## config.mk

```make
export PLATFORM = sky130hd
export DESIGN_NAME = jtpang_dmagrant
export DESIGN_NICKNAME = d
export VERILOG_FILES = /design/src/rtl/jtpang_dma_pkg.sv /design/src/rtl/jtpang_dmagrant_cnt.sv /design/src/rtl/jtpang_dmagrant.sv
export SDC_FILE = /design/constraint.sdc
export NUM_CORES = 1
export LEC_CHECK = 0
export CAP_MARGIN = 20
export CORE_ASPECT_RATIO = 0.8
export CORE_MARGIN = 1.5
export CORE_UTILIZATION = 40
export DETAILED_ROUTE_END_ITERATION = 12
export PLACE_DENSITY = 0.76
export SLEW_MARGIN = 40
export SYNTH_ARGS = -nofsm -noshare
export SYNTH_HDL_FRONTEND = slang
export SYNTH_SLANG_ARGS = --single-unit
```

## constraint.sdc

```tcl
create_clock -name clk -period 2.6 [get_ports clk]
set_clock_uncertainty 0.2 [all_clocks]
set_input_delay 0.52 -clock clk [delete_from_list [all_inputs] [get_ports clk]]
set_output_delay 0.52 -clock clk [all_outputs]
set_load 0.005 [all_outputs]
```

## src/rtl/jtpang_dma_pkg.sv

```systemverilog
// Shared types and defaults for the object-DMA bus grant logic.
package jtpang_dma_pkg;

  typedef enum logic [1:0] {
    IDLE    = 2'd0,
    WAIT    = 2'd1,
    GRANT   = 2'd2,
    RELEASE = 2'd3
  } dma_state_t;

  localparam int unsigned DMA_AW   = 9;
  localparam int unsigned DMA_TOUT = 2048;

endpackage

```

## src/rtl/jtpang_dmagrant_cnt.sv

```systemverilog
// Saturating grant-length timer: cleared while idle, counts granted cycles,
// flags the last allowed cycle of a grant.
module jtpang_dmagrant_cnt
  import jtpang_dma_pkg::*;
#(
  parameter int unsigned TOUT = DMA_TOUT
) (
  input  logic clk,
  input  logic rst_n,
  input  logic clr,
  input  logic en,
  output logic hit
);

  localparam int unsigned   CW   = (TOUT > 1) ? $clog2(TOUT) : 1;
  localparam logic [CW-1:0] LAST = CW'(TOUT - 1);

  logic [CW-1:0] cnt;

  // Count granted cycles; stop at LAST so the counter can never wrap
  always_ff @(posedge clk or negedge rst_n) begin
    if (!rst_n) begin
      cnt <= '0;
    end else if (clr) begin
      cnt <= '0;
    end else if (en && !hit) begin
      cnt <= cnt + CW'(1);
    end
  end

  // Last permitted grant cycle reached
  always_comb begin
    hit = (cnt == LAST);
  end

endmodule

```

## src/rtl/jtpang_dmagrant.sv

```systemverilog
// Object-DMA bus responder: waits for a free CPU cycle, freezes the CPU,
// acknowledges the request and steers the VRAM address port to the DMA side.
module jtpang_dmagrant
  import jtpang_dma_pkg::*;
#(
  parameter int unsigned AW   = 12,
  parameter int unsigned DW   = DMA_AW,
  parameter int unsigned TOUT = DMA_TOUT
) (
  input  logic          clk,
  input  logic          rst_n,
  input  logic          cpu_cen,
  input  logic          mreq_n,
  input  logic          iorq_n,
  input  logic          busrq,
  output logic          busak_n,
  output logic          cpu_hold,
  input  logic [AW-1:0] cpu_addr,
  input  logic [DW-1:0] dma_addr,
  output logic [AW-1:0] ram_addr,
  input  logic          cpu_wr_n,
  output logic          ram_we,
  output logic          tout_err
);

  dma_state_t state, state_nx;
  logic       hold_off;
  logic       set_tout;
  logic       cpu_idle;
  logic       cnt_clr;
  logic       cnt_en;
  logic       cnt_hit;

  // A CPU cycle boundary with no memory or IO access in progress
  always_comb begin
    cpu_idle = cpu_cen & mreq_n & iorq_n;
    cnt_clr  = (state == IDLE);
    cnt_en   = (state == GRANT);
  end

  jtpang_dmagrant_cnt #(
    .TOUT (TOUT)
  ) u_cnt (
    .clk   (clk),
    .rst_n (rst_n),
    .clr   (cnt_clr),
    .en    (cnt_en),
    .hit   (cnt_hit)
  );

  // State register, sticky timeout flag and lockout after a forced release
  always_ff @(posedge clk or negedge rst_n) begin
    if (!rst_n) begin
      state    <= IDLE;
      tout_err <= 1'b0;
      hold_off <= 1'b0;
    end else begin
      state <= state_nx;
      if (set_tout) begin
        tout_err <= 1'b1;
        hold_off <= 1'b1;
      end else if (!busrq) begin
        hold_off <= 1'b0;
      end
    end
  end

  // Next state; a request dropping on the timeout cycle is a normal release
  always_comb begin
    state_nx = state;
    set_tout = 1'b0;
    case (state)
      IDLE: begin
        if (busrq && !hold_off) state_nx = WAIT;
      end
      WAIT: begin
        if (!busrq)        state_nx = IDLE;
        else if (cpu_idle) state_nx = GRANT;
      end
      GRANT: begin
        if (!busrq) begin
          state_nx = RELEASE;
        end else if (cnt_hit) begin
          state_nx = RELEASE;
          set_tout = 1'b1;
        end
      end
      RELEASE: begin
        state_nx = IDLE;
      end
      default: begin
        state_nx = IDLE;
      end
    endcase
  end

  // Handshake outputs and VRAM port mux; DMA side never writes
  always_comb begin
    busak_n  = (state != GRANT);
    cpu_hold = (state == GRANT) || (state == RELEASE);
    ram_addr = cpu_addr;
    ram_we   = !cpu_wr_n;
    if (cpu_hold) begin
      ram_addr = AW'(dma_addr);
      ram_we   = 1'b0;
    end
  end

endmodule

```

==> run summary, run 1 <==
Cell variety after synth = 33
1st-iter DRT viols = 21
Crit path DAT = 1.77 ns
DRT Pass-1 Iters = 4
Largest family of logic cells by synthesized area = simple AND/OR/NAND/NOR gates
Async S/R FF share, synth = 1.00
Post-Route WL = 2.47 mm
IO buf count = 43
Cell Area, Synth = 918 sq um
Clk pin slew, worst setup/hold paths = 0.10 ns
Rel. slew slack = 0.559
Clock latency on the worst-skew pair = 0.30 ns
Post-Syn Area per Cell = 9.67 sq um
Hold Slack = 0.298 ns
Status = finished, final reports clean
Class of the most critical hold timing path = register to register
Placed cell areas = 1350 sq um
Synthesis-to-finish area growth = 49.9%
Chip width = 56.6 um
CP Class = register to output pin
Vias = 871
Nets = 166
CP bufs+invs = 1
Final ANT Viol Nets = 0
Placer congestion estimate = 0.764
Final Setup Violations = 0
Commonest non-fill, non-tap cell in the layout = clkdlybuf4s50_1
Slew Limit Fails = 0
Layout cells sized above 1 = 0.140
Row cnt = 15
Setup ws final = 0.112 ns
DRC violations left = 0
RSZ-0062 raised after global routing = false
GRT Resource Usage Total = 0.207
Max-Cap Viols = 0
CP Cell Sequence = mux2_2 -> clkdlybuf4s50_1
Sequential element share of the synthesized area = 0.409
Max Clock Freq = 0.402 GHz
Adder-cell share of the synthesized area = 0.0136
Clock Path Buffers = 2
Setup Buffers After CTS = 0
First-pass GRT wire length = 3.95 mm
Synth area leaders = dfrtp_1 (41%), mux2_2 (12%), mux2i_1 (4.4%), a21oi_1 (3.8%), nand3_1 (3.3%)
Largest net degree at the start of global routing = 21
CP max-delay cell = dfrtp_2
Final hold vios = 0
Initial Utilization = 0.426
H-tree depth = 1
Max FO, Critical Path = 20
Top Family by Delay on Critical Path = flip-flops
Hpwl dp = 1.86 mm
Post-Synth Simple-Gate Area = 0.203
EDFF count, synth = 0
Die height = 45.9 um
Worst Path Required = 1.88 ns
Core area = 2160 sq um
Power Density = 425 nW/um^2
Setup TNS Final = 0 ns
Final worst path period share = 0.957
Top_reg_cell synth = dfrtp_1
Crit start category = register
Pleak = 0.575 nW
Critical Path End Type = output pin
CTS buffer count = 3
Least-Margin Pin Slew = 0.659 ns
Root buf cell = clkbuf_4
Yosys warning total = 0
Post-synth top area share = 0.409
CTS tree = yes
IO Pins = 44
Commonest non-fill, non-tap cells in the layout = clkdlybuf4s50_1 (43), dfrtp_1 (14), mux2_2 (10)
Xor/xnor share of the synthesized area = 0
Post-synthesis mux area share = 0.166
Clock Sinks = 15
Die ar. = 2590 sq um
Maximum VDD drop = 0.307 mV
Area leader, netlist = dfrtp_1
Cells after DPL = 157
Initial antenna violation count = 0
Vias/cell = 5.41
Syn nets = 124
Synth Area in Compound Gates = 0.149
Gr ovfl total = 0
Avg WL per Cell = 15.3 um
Design area = 1380 sq um
Crit path time final = 2.49 ns
Vias in the first global route = 852
Placement Setup Slack = 0.225 ns
Seq cells post-synth = 15
CP peak stage delay = 0.61 ns
Final Instance Count excl. Fillers = 161
N_diodes = 0
Post-Synthesis Cells = 95
-- power breakdown --
group	total [W]	leakage (nW)	switching [W]	internal, W
Combinational	0.000182	0.351	0.0000652	0.000117
Sequential	0.000264	0.206	0.0000211	0.000243
Clock	0.000140	0.0177	0.0000821	0.0000574
Total	0.000585	0.575	0.000168	0.000416
-- worst register-to-register path, delay by kind of cell, from the launching register on --
kind | cells | cell delay, ns
simple gates | 3 | 0.85
flops | 1 | 0.43
fa+ha+maj | 1 | 0.24
mux | 1 | 0.18
-- stage by stage --
stage / utilization / total power, W
after CTS: 0.638 / 0.000590
after detailed placement: 0.624 / 0.000448
after floorplan: - / 0.000346
final: 0.638 / 0.000585
after global routing: 0.638 / 0.000618
after global placement: 0.624 / 0.000442
-- cells by family after synthesis --
kind of cell | Yosys count
simple gates | 33
compound gates | 22
flops | 15
mux | 14
buf+inv | 10
fa+ha+maj | 1
-- synthesized netlist by cell type (2+ instances only) --
cell type	n
dfrtp_1	15
mux2_2	10
a21oi_1	7
nand2_1	6
nand3_1	6
o21ai_0	6
mux2i_1	4
nor2_1	4
clkbuf_1	3
nor2b_1	3
or3_1	3
and4_1	2
buf_2	2
buf_4	2
inv_1	2
nand2b_1	2
nand3b_1	2
-- metal layers --
layer	wire length, um	share of wire	track usage	vias up
li1	-	-	-	423
met1	1060	0.43	0.243	427
met2	1310	0.53	0.388	18
met3	89	0.036	0.0597	3
met4	14	0.0057	0.0286	0
met5	0	0	0	-
-- state kept, by name (all words and copies together) (netlist names), named ones only --
signal,cells
hold_off,1
tout_err,1
state,1
u_cnt.cnt,11
-- worst paths after layout --
path	from	to	slack [ns]	cells past startpoint
min in group asynchronous	rst_n	u_cnt.cnt[3]	0.41	1
min reg2reg	hold_off	hold_off	0.30	1
max reg2reg	u_cnt.cnt[0]	u_cnt.cnt[6]	0.62	5
max in group asynchronous	rst_n	async pin	1.33	1
max	register	ram_addr[7]	0.11	2
min	hold_off	hold_off	0.30	1
-- final cells by class --
| type | count | area (sq um) |
|---|---|---|
| sequential | 15 | 377 |
| clock inverter | 1 | 5.00 |
| clock buffer | 3 | 22.5 |
| tap | 25 | 31.3 |
| inverter | 2 | 7.51 |
| multi-input combinational | 70 | 488 |
| fill | 155 | 782 |
| timing repair buffer | 45 | 445 |
-- what timing repair did --
item                                    in CTS  in global routing
endpoints found under the setup margin       9                  0
hold buffers                                 0                  0
resized for setup                            1                  0
Note: power is estimated with default switching activity, not from simulation.
==> run 2, diff against run 1 <==
- CORE_UTILIZATION: 40 -> 30
- PLACE_DENSITY: 0.76 -> 0.59
==> run summary, run 2 (synthesis gave the netlist of run 1 again) <==
Clk pin slew, worst setup/hold paths = 0.06 ns
Maximum VDD drop = 0.388 mV
Final hold vios = 0
Post_cts resized = 0
Largest register FFs = 11
Pleak = 0.588 nW
Crit path time final = 2.37 ns
Initial antenna violation count = 0
IO buf count = 43
Synthesis-to-finish area growth = 54.5%
Area of the multi-input gates = 488 sq um
Max FO, Critical Path = 1
Commonest non-fill, non-tap cell in the layout = clkdlybuf4s50_1
Final Setup Violations = 0
Placer congestion estimate = 0.767
Final worst path period share = 0.913
Vias/cell = 4.78
Chip width = 64.9 um
Vias = 836
Setup TNS Final = 0 ns
Clock Sinks = 15
Avg WL per Cell = 12.9 um
Rel. slew slack = 0.549
Layout cells sized above 1 = 0.146
N_diodes = 0
RSZ-0062 raised after global routing = false
Class of the most critical hold timing path = register to register
Storage element area = 377 sq um
Slew Limit Fails = 0
Vias in the first global route = 821
Critical Path End Type = output pin
Post-Route WL = 2.25 mm
Crit path DAT = 1.65 ns
1st-iter DRT viols = 20
Total Power = 0.000631 W
Die ar. = 3400 sq um
CTS buffer count = 3
Max Clock Freq = 0.421 GHz
Hpwl dp = 1.71 mm
Least-Margin Pin Slew = 0.674 ns
Clock Path Buffers = 2
Fillers = 274
Root buf cell = clkbuf_8
Gr ovfl total = 0
IO Pins = 44
First-pass GRT wire length = 3.76 mm
GRT Resource Usage Total = 0.144
Commonest non-fill, non-tap cells in the layout = clkdlybuf4s50_1 (43), dfrtp_1 (14), mux2_2 (10)
Row cnt = 17
Die height = 52.5 um
Clock latency on the worst-skew pair = 0.25 ns
Hold Slack = 0.262 ns
Max-Cap Viols = 0
Status = finished, final reports clean
Core area = 2830 sq um
Power Density = 444 nW/um^2
Largest net degree at the start of global routing = 16
Worst Path Required = 1.88 ns
DRT Pass-1 Iters = 4
Initial Utilization = 0.325
CP Class = input pin to output pin
CTS tree = yes
Setup Buffers After CTS = 0
Nets = 167
Finished Core Util = 0.502
CTS Hold Buffers Added = 0
H-tree depth = 1
DRC violations left = 0
Largest register by flop count = u_cnt.cnt
Final ANT Viol Nets = 0
Crit start category = input pin
## run 2: through the flow
step	area [sq um]	setup slack [ns]	std cells
floorplan	918	0.682	95
global placement	1370	0.249	171
detailed placement	1370	0.229	171
CTS	1420	0.0800	175
global route	1420	0.175	175
finish	1420	0.227	175
## run 2: routing by layer
metal	up-vias	GRT usage	wire length, um
li1	429	-	-
met1	379	0.173	1050
met2	26	0.256	1020
met3	2	0.0409	167
met4	0	0.0319	14
met5	-	0	0
## run 2: layout make-up
class                           count  share of cell area
Multi-Input combinational cell     70               0.344
Timing Repair Buffer               46               0.319
Sequential cell                    15               0.265
Tap cell                           38              0.0335
Clock buffer                        3              0.0291
Inverter                            2             0.00529
Clock inverter                      1             0.00353
## run 2: report_power, final
part / internal [W] / switching (W) / leakage (nW) / total [W]
clock network: 0.000106 / 0.0000818 / 0.0255 / 0.000188
registers: 0.000243 / 0.0000188 / 0.206 / 0.000262
logic: 0.000118 / 0.0000629 / 0.357 / 0.000181
total: 0.000467 / 0.000163 / 0.588 / 0.000631
## run 2: critical path, cell delays in order
cell and delay (ns):
clkdlybuf4s50_1 0.41, mux2_2 0.26, clkdlybuf4s50_1 0.46
## run 2: final timing paths
path                       slack (ns)  cells after the start          from            to
max reg2reg                      0.66                      5  u_cnt.cnt[0]  u_cnt.cnt[4]
max                              0.23                      3   dma_addr[3]   ram_addr[3]
max in group asynchronous        1.24                      1         rst_n     async pin
min in group asynchronous        0.48                      1         rst_n  u_cnt.cnt[8]
min                              0.26                      1      tout_err      tout_err
min reg2reg                      0.26                      1      tout_err      tout_err
==> run 3, diff against run 2 <==
- CTS_CLUSTER_DIAMETER: default -> 100
- REMOVE_ABC_BUFFERS: default -> 1
==> run summary, run 3 (synthesis gave the netlist of run 1 again) <==
Status = finished, final reports clean
Initial antenna violation count = 0
GRT Resource Usage Total = 0.154
Worst Setup EP = ram_addr[2]
Placement Setup Slack = 0.231 ns
Clock Path Buffers = 2
CTS buffer count = 3
RSZ-0062 raised after global routing = false
Combinational fraction of design power = 0.287
Final worst path period share = 0.915
Least-Margin Pin Slew = 0.656 ns
Chip width = 64.9 um
N_diodes = 0
Setup ws final = 0.222 ns
IO Pins = 44
Max-Cap Viols = 0
Setup Buffers After CTS = 0
Crit path DAT = 1.66 ns
Rel. slew slack = 0.561
Crit path time final = 2.38 ns
H-tree depth = 1
Placed cell areas = 1370 sq um
Max FO, Critical Path = 16
Setup TNS Final = 0 ns
Vias = 836
Power Density = 449 nW/um^2
CP Class = register to output pin
Largest register FFs = 11
CTS tree = yes
Clock power frac = 0.300
Design area = 1420 sq um
Final Setup Violations = 0
Largest net degree at the start of global routing = 17
Reg2Reg Setup Slack = 0.67 ns
1st-iter DRT viols = 21
IO buf count = 43
Worst Path Required = 1.88 ns
Initial Utilization = 0.325
Fillers = 264
Layout cells sized above 1 = 0.146
Clock Sinks = 15
Post-Route WL = 2.41 mm
DRC violations left = 0
Vias/cell = 4.78
Die ar. = 3400 sq um
Flop pwr share = 0.413
Max Clock Freq = 0.420 GHz
Hpwl dp = 1.87 mm
Nets = 167
Switch share = 0.266
Root buf cell = clkbuf_8
First-pass GRT wire length = 3.90 mm
Class of the most critical hold timing path = register to register
Cell-internal power = 0.000467 W
Gr ovfl total = 0
Crit start category = register
Psw = 0.000170 W
Slew Limit Fails = 0
DRT Pass-1 Iters = 4
Die height = 52.5 um
RR Endpoint = u_cnt.cnt[0]
Clk pin slew, worst setup/hold paths = 0.06 ns
Total Power = 0.000637 W
Commonest non-fill, non-tap cell in the layout = clkdlybuf4s50_1
Synthesis-to-finish area growth = 54.5%
Commonest non-fill, non-tap cells in the layout = clkdlybuf4s50_1 (43), dfrtp_1 (14), mux2_2 (10)
Vias in the first global route = 822
Clock latency on the worst-skew pair = 0.25 ns
Core area = 2830 sq um
Row cnt = 17
Worst Hold Launch = tout_err
Final ANT Viol Nets = 0
Final hold vios = 0
Reg2reg start = u_cnt.cnt[0]
Maximum VDD drop = 0.244 mV
Worst R2R Path Depth = 4
Largest register by flop count = u_cnt.cnt
Avg WL per Cell = 13.8 um
Placer congestion estimate = 0.748
Pleak = 0.588 nW
Critical Path End Type = output pin
==> run 3: worst min-delay path by stage <==
stage / to / slack (ns) / depth (start not counted)
2_1_floorplan: async pin / 0.02 / 0
5_1_grt: tout_err / 0.27 / 1
4_1_cts: tout_err / 0.26 / 1
6_report: tout_err / 0.26 / 1
3_3_place_gp: tout_err / 0.24 / 1
3_5_place_dp: tout_err / 0.25 / 1
==> run 3: power by group through the flow <==
stage           logic, W  registers [W]  clock network [W]
5_1_grt         0.000200       0.000266           0.000213
3_3_place_gp    0.000180       0.000266                  0
4_1_cts         0.000184       0.000263           0.000198
6_report        0.000183       0.000263           0.000191
3_5_place_dp    0.000183       0.000267                  0
2_1_floorplan  0.0000714       0.000262                  0
==> run 3: per-layer routing <==
metal	part of all wire	up-vias	global-route usage
met3	0.031	6	0.0495
met1	0.49	390	0.211
met2	0.46	12	0.223
li1	-	428	-
met4	0.016	0	0.0603
met5	0	-	0
==> run 3: worst max-delay path, cell delays in order, from the launching register on <==
cell and delay (ns):
dfrtp_2 0.56, mux2_2 0.39, clkdlybuf4s50_1 0.46
==> run 3: cell type report <==
type	instances	area [sq um]	area share
multi-input cells	70	488	0.344
clock buffers	3	41.3	0.0291
inverters	2	7.51	0.00529
flip-flops and latches	15	377	0.265
clock inverters	1	5.00	0.00353
well taps	38	47.5	0.0335
repair buffers	46	453	0.319
==> run 3: what timing repair did <==
item | 4_1_cts | 5_1_grt
gates resized for setup | 0 | 1
setup endpoints to repair | 0 | 9
hold buffers | 0 | 0
==> run 3: stage by stage <==
step / utilization / hold WS [ns] / instances
after floorplan: - / 0.0244 / 87
after global placement: 0.485 / 0.243 / 171
after detailed placement: 0.485 / 0.249 / 171
after CTS: 0.501 / 0.258 / 175
after global routing: 0.502 / 0.273 / 175
final: 0.502 / 0.258 / 175
